===== src/rtl/hyperbus_cdc_src_chan.sv =====
// Writer half of a gray-pointer async FIFO: beats land in an exported register array, gray write pointer published.
// Push visible one cycle after acceptance; ready is registered-state only, credit returns SyncStages cycles after rptr moves.
module hyperbus_cdc_src_chan #(
  parameter int DataWidth  = 32,
  parameter int LogDepth   = 3,
  parameter int SyncStages = 2
) (
  input  logic                              clk_i,
  input  logic                              rst_i,
  input  logic [DataWidth-1:0]              src_data_i,
  input  logic                              src_valid_i,
  output logic                              src_ready_o,
  output logic [DataWidth*(1<<LogDepth)-1:0] async_data_o,
  output logic [LogDepth:0]                 async_wptr_o,
  input  logic [LogDepth:0]                 async_rptr_i,
  output logic [LogDepth:0]                 fill_o,
  output logic                              empty_o
);

  localparam int Depth    = 1 << LogDepth;
  localparam int PtrWidth = LogDepth + 1;
  localparam logic [PtrWidth-1:0] PtrOne = PtrWidth'(1);
  localparam logic [PtrWidth-1:0] PtrMsb = PtrOne << LogDepth;

  logic [PtrWidth-1:0]  wptr_q;
  logic [PtrWidth-1:0]  wptr_gray_q;
  logic [PtrWidth-1:0]  wptr_inc;
  logic [PtrWidth-1:0]  rptr_bin;
  logic [DataWidth-1:0] mem_q [Depth];
  logic [PtrWidth-1:0]  rptr_sync_q [SyncStages];
  logic                 full;
  logic                 push;

  function automatic logic [PtrWidth-1:0] bin2gray(input logic [PtrWidth-1:0] b);
    return b ^ (b >> 1);
  endfunction

  function automatic logic [PtrWidth-1:0] gray2bin(input logic [PtrWidth-1:0] g);
    logic [PtrWidth-1:0] b;
    b[PtrWidth-1] = g[PtrWidth-1];
    for (int i = PtrWidth - 2; i >= 0; i--) begin
      b[i] = b[i+1] ^ g[i];
    end
    return b;
  endfunction

  // Full and empty differ only in the pointer MSB (wrap bit).
  assign rptr_bin     = gray2bin(rptr_sync_q[SyncStages-1]);
  assign full         = (wptr_q == (rptr_bin ^ PtrMsb));
  assign src_ready_o  = !full;
  assign push         = src_valid_i && !full;
  assign wptr_inc     = wptr_q + PtrOne;
  assign fill_o       = wptr_q - rptr_bin;
  assign empty_o      = (fill_o == '0);
  assign async_wptr_o = wptr_gray_q;

  always_ff @(posedge clk_i) begin
    if (rst_i) begin
      wptr_q      <= '0;
      wptr_gray_q <= '0;
    end else if (push) begin
      wptr_q      <= wptr_inc;
      wptr_gray_q <= bin2gray(wptr_inc);
    end
  end

  // Slot and pointer change on the same edge; the far side's pointer sync hides the data settling.
  always_ff @(posedge clk_i) begin
    if (rst_i) begin
      for (int i = 0; i < Depth; i++) begin
        mem_q[i] <= '0;
      end
    end else if (push) begin
      mem_q[wptr_q[LogDepth-1:0]] <= src_data_i;
    end
  end

  always_ff @(posedge clk_i) begin
    if (rst_i) begin
      for (int i = 0; i < SyncStages; i++) begin
        rptr_sync_q[i] <= '0;
      end
    end else begin
      rptr_sync_q[0] <= async_rptr_i;
      for (int i = 1; i < SyncStages; i++) begin
        rptr_sync_q[i] <= rptr_sync_q[i-1];
      end
    end
  end

  for (genvar k = 0; k < Depth; k++) begin : g_slot
    assign async_data_o[k*DataWidth +: DataWidth] = mem_q[k];
  end

  // A read pointer running ahead of the write pointer shows up as an impossible fill level.
  fill_legal_a: assert property (@(posedge clk_i) disable iff (rst_i) fill_o <= PtrMsb);

endmodule


===== config.mk =====
export PLATFORM = sky130hd
export DESIGN_NAME = hyperbus_cdc_src_chan
export DESIGN_NICKNAME = d
export VERILOG_FILES = /design/src/rtl/hyperbus_cdc_src_chan.sv
export SDC_FILE = /design/constraint.sdc
export NUM_CORES = 1
export LEC_CHECK = 0
export BUFFER_PORTS_ARGS = -buffer_cell sky130_fd_sc_hd__buf_4
export CAP_MARGIN = 20
export CELL_PAD_IN_SITES_DETAIL_PLACEMENT = 0
export CELL_PAD_IN_SITES_GLOBAL_PLACEMENT = 1
export CORE_MARGIN = 2
export CORE_UTILIZATION = 44
export DETAILED_ROUTE_END_ITERATION = 6
export GPL_TIMING_DRIVEN = 1
export PLACE_DENSITY = 0.93
export RECOVER_POWER = 50
export SLEW_MARGIN = 20
export SYNTH_ARGS = -nofsm -noshare
export SYNTH_HDL_FRONTEND = slang
export SYNTH_SLANG_ARGS = --single-unit

===== constraint.sdc =====
create_clock -name clk_i -period 8.95 [get_ports clk_i]
set_clock_uncertainty 0.15 [all_clocks]
set_input_delay 1.79 -clock clk_i [delete_from_list [all_inputs] [get_ports clk_i]]
set_output_delay 1.79 -clock clk_i [all_outputs]
set_load 0.01 [all_outputs]

# Word-level counts from Yosys, hierarchy flattened
# Memories as Yosys holds them, arrays and structs flattened.
# Cells that the tools add are included.
# W data, S select, Z words.
[word_totals] reg_bits=8 ram_bits=264 input_bits=39 output_inout_bits=266 wordCells=29 n_memories=2
[mem_list] name="mem_q" words=8 width=32 read_ports=8 rd_ports_with_merged_regs=0 write_ports=8 line_no="29" rtl="logic [DataWidth-1:0] mem_q [Depth];"
[mem_list] name="rptr_sync_q" words=2 width=4 read_ports=2 rd_ports_with_merged_regs=0 write_ports=2 line_no="30" rtl="logic [PtrWidth-1:0] rptr_sync_q [SyncStages];"
[op_classes] add_sub_neg=2 eq_ne=1 muxes=11 bitwise=7 reduce_logical=4
[ops] op="$mux W32" count=1
[ops] op="$reduce_or A32 Y1" count=1
[ops] op="$mux W4" count=2
[ops] op="$mux W1" count=7
[ops] op="$add A4 B1 Y4 const B" count=1
[ops] op="$eq A4 B4 Y1" count=1
[ops] op="$logic_not A4 Y1" count=1
[ops] op="$sub A4 B4 Y4" count=1
[ops] op="$xor A4 B3 Y4" count=1
[ops] op="$mux W3" count=1
[ops] op="$xor A1 B1 Y1" count=3
[ops] op="$or A1 B1 Y1" count=2
[ops] op="$logic_and A1 B1 Y1" count=1
[ops] op="$logic_not A1 Y1" count=1
[ops] op="$not A1 Y1" count=1

# Longest topological paths before layout
[logic_depth] word_depth=11 depth_mapped=8 depth_no_buf=7

# Worst setup path before layout
# Ideal clock, no wire load.
[synth_timing] path_kind="flip-flop to output port" start="memory rptr_sync_q[0][7] in the netlist's numbering" end="output port empty_o" arrival_ns=2.161 required_time_ns=7.010 path_slack_ns=4.849 stages_incl_launch_ff=8 n_path_buf=0 path_cell_list="dfxtp_1 > xnor2_1 > xor2_1 > xnor2_1 > ha_1 > and3b_1 > or3_1 > a2111oi_2"
[synth_lines] element="start: declaration" line_no="30"
[synth_lines] element="end: declaration" line_no="17" rtl="output logic empty_o"

==> impl_metrics.py <==
metrics = {
    "clock_tree": {
        "cts-root-buf": "clkbuf_16",
        "holdBufCountCts": 0,
        "clock_latency_ns": 0.53,
        "clk_path_buf_depth": 3,
        "post_cts_buffers": 0,
        "cts.htree.levels": 1,
        "cts_sinks": 271,
        "clk_pin_slew_worst_paths_ns": 0.07,
        "cts_buffers": 28,
        "post_cts_resize_count": 0,
        "cts_tree": "done",
    },
    "setup_path": {
        "reg2regPathDepth": 7,
        "worstPathMaxFanout": 34,
        "startpoint_type": "input pin",
        "rrSetupSlack_ns": 4.44,
        "crit_path_end_kind": "flop",
        "cp.required_ns": 9.17,
        "r2r-end": "mem_q[7][7]",
        "rr_startpoint": "rptr_sync_q[0][7]",
        "arrival_ns": 5.44,
        "path_class": "input pin to flop",
    },
    "timing": {
        "fmax_mhz": 191,
        "grt_setup_unrepaired": "no",
        "setup_slack_ns": 3.72,
        "slew_headroom_pct": -101,
        "hold_viol_final": 0,
        "fin_hold_ws_ns": 0.283,
        "layout_min_cycle_time_ns": 5.23,
        "period_share_pct": 58.4,
        "finalMaxSlewViolations": 102,
        "setup_viol": 0,
        "tightest_slew_ns": 3.01,
        "setup_tns_ns": 0,
    },
    "die": {
        "die-area_um2": 24000,
        "rows": 55,
        "dieHeight_um": 155,
        "start_util_pct": 44.5,
        "io_pins": 305,
        "core_um2": 22500,
        "die_w_um": 155,
    },
    "routing": {
        "drc_errors": 0,
        "dr_wl_met3_mm": 2.61,
        "drt_iter0_drc": 501,
        "avgRoutedWirePerCell_um": 21.2,
        "highest_layer": "met4",
        "wl_met2_mm": 13.6,
        "vias": 6755,
        "dr.pass1.iters": 5,
        "wirelength_mm": 27.9,
        "wl_met1_mm": 10.8,
        "drt-vias-per-instance": 5.14,
        "ant_nets": 0,
    },
    "synthesis": {
        "syn_area_um2": 10000,
        "synth_area_leader_cell": "edfxtp_1",
        "ys_warn_count": 0,
        "synth.most_common_cell": "nor2_1",
        "ys.flop_type": "edfxtp_1",
        "synth_enable_flop_cells": 256,
        "syn_inst": 711,
        "syn-num-nets": 755,
        "synth-async-reset-ratio_pct": 0,
        "synth_seq_area_share_pct": 79.8,
        "synth_cell_types": 38,
        "synth-seq-cells": 271,
        "synth_top_area_share_pct": 76.8,
        "synth_area_leaders": "edfxtp_1, nor2_1, dfxtp_1",
        "syn_avg_cell_area_um2": 14.1,
        "synth_common_cells": "nor2_1, edfxtp_1, nand2_1",
    },
    "power_and_ir_drop": {
        "cellLeakagePower_nw": 4.42,
        "peakVddDrop_uv": 130,
        "powerDensity_nw_per_um2": 235,
    },
    "hold_path": {
        "min_path_cells": 1,
        "hold_class": "flop to flop",
        "holdPathEnd": "rptr_sync_q[0][6]",
        "worstHoldStart": "rptr_sync_q[0][2]",
    },
    "final_layout": {
        "drive_gt1_share_pct": 9.82,
        "area_delta_synth_final_pct": 25.0,
        "fin_nets": 1054,
        "finish.utilization_pct": 55.5,
        "antenna_cells": 0,
        "finalInstanceArea_um2": 12500,
    },
    "global_route": {
        "grt_overflow": 0,
        "grt_start_max_net_pins": 37,
        "grt_antenna_before_repair": 0,
        "grt_pass1_wl_mm": 40.4,
        "grt_usage_pct": 22.5,
        "first_global_vias": 6911,
    },
    "job": {
        "drv_cap": 3,
    },
    "placed_design": {
        "post-place-ws_ns": 4.39,
        "post_dp_cell_area_um2": 12500,
        "place.port_buffers": 304,
        "globalplace.congestion": 0.824,
        "dp_hpwl_mm": 18.2,
    },
    "status": {
        "violations": "capacitance limit, slew limit",
        "outcome": "finished, violations left",
    },
}
==> final cells by class <==
| class | instances | area [um^2] |
|---|---|---|
| clock buffers | 32 | 737 |
| clock inverters | 17 | 204 |
| fillers | 2010 | 10000 |
| inverters | 6 | 22.5 |
| multi-input cells | 395 | 1860 |
| flip-flops and latches | 271 | 7990 |
| well taps | 285 | 357 |
| repair buffers | 308 | 1330 |
==> logic make-up after synthesis <==
| logic type | count (synthesis) | share of synthesized area [%] |
|---|---|---|
| buffers and inverters | 45 | 2.04 |
| AND/OR/NAND/NOR | 352 | 13.8 |
| XOR/XNOR | 11 | 1.04 |
| AO/OA/AOI/OAI | 23 | 2.09 |
| flip-flops | 271 | 79.8 |
| multiplexers | 4 | 0.438 |
| adder cells (fa/ha/maj) | 5 | 0.700 |
==> metrics by stage <==
| step | instances | total power, mW |
|---|---|---|
| after floorplan | 711 | 1.64 |
| after global placement | 1265 | 1.81 |
| after detailed placement | 1265 | 1.81 |
| after CTS | 1314 | 3.00 |
| after global routing | 1314 | 3.01 |
| final | 1314 | 2.93 |
==> cells in the final DEF, fill, tap and decap left out, types with 2 or more instances in the layout <==
cell,synthesis,layout
clkinv_2,0,3
inv_1,6,6
nor2_1,259,259
o221ai_1,2,2
clkbuf_1,13,264
o211ai_4,0,3
nor2b_1,13,13
edfxtp_1,256,256
a21oi_1,2,2
a31o_2,6,5
ha_1,4,4
nand2_1,70,70
bufinv_16,0,5
xor2_1,4,4
buf_4,1,47
clkinv_1,0,8
xnor2_1,6,6
clkbuf_16,0,29
nand3b_1,2,2
dfxtp_1,15,15
mux2_2,3,3
==> critical path: stages <==
cell      delay, ns
clkbuf_1       0.40
nor2b_1        2.36
nand2_1        0.59
nor2_1         0.28
==> flip-flops by register name, summed over array words and instances (netlist names) <==
signal,count
wptr_q,4
mem_q,256
rptr_sync_q,8
async_wptr_o,3
==> per-layer routing <==
metal	vias to the layer above	global-route usage, %
li1	3046	-
met1	3297	28.5
met2	352	37.7
met3	60	6.02
met4	0	8.20
met5	-	0
==> worst max-delay path by stage <==
stage | start | to | slack (ns) | cells after the start
6_report | rst_i | mem_q[5][30] | 3.72 | 4
5_1_grt | rst_i | mem_q[3][26] | 3.52 | 4
4_1_cts | rptr_sync_q[0][7] | empty_o | 4.07 | 8
3_5_place_dp | src_valid_i | mem_q[4][7] | 4.39 | 3
3_3_place_gp | src_valid_i | mem_q[3][10] | 4.54 | 3
2_1_floorplan | rptr_sync_q[0][7] | empty_o | 4.85 | 7
==> power by group <==
| group | leakage [nW] | switching (mW) | internal [mW] |
|---|---|---|---|
| Sequential | 2.79 | 0.0237 | 1.46 |
| Combinational | 1.17 | 0.187 | 0.0684 |
| Clock | 0.460 | 0.470 | 0.728 |
No activity file was read; power rests on OpenSTA's default activity.
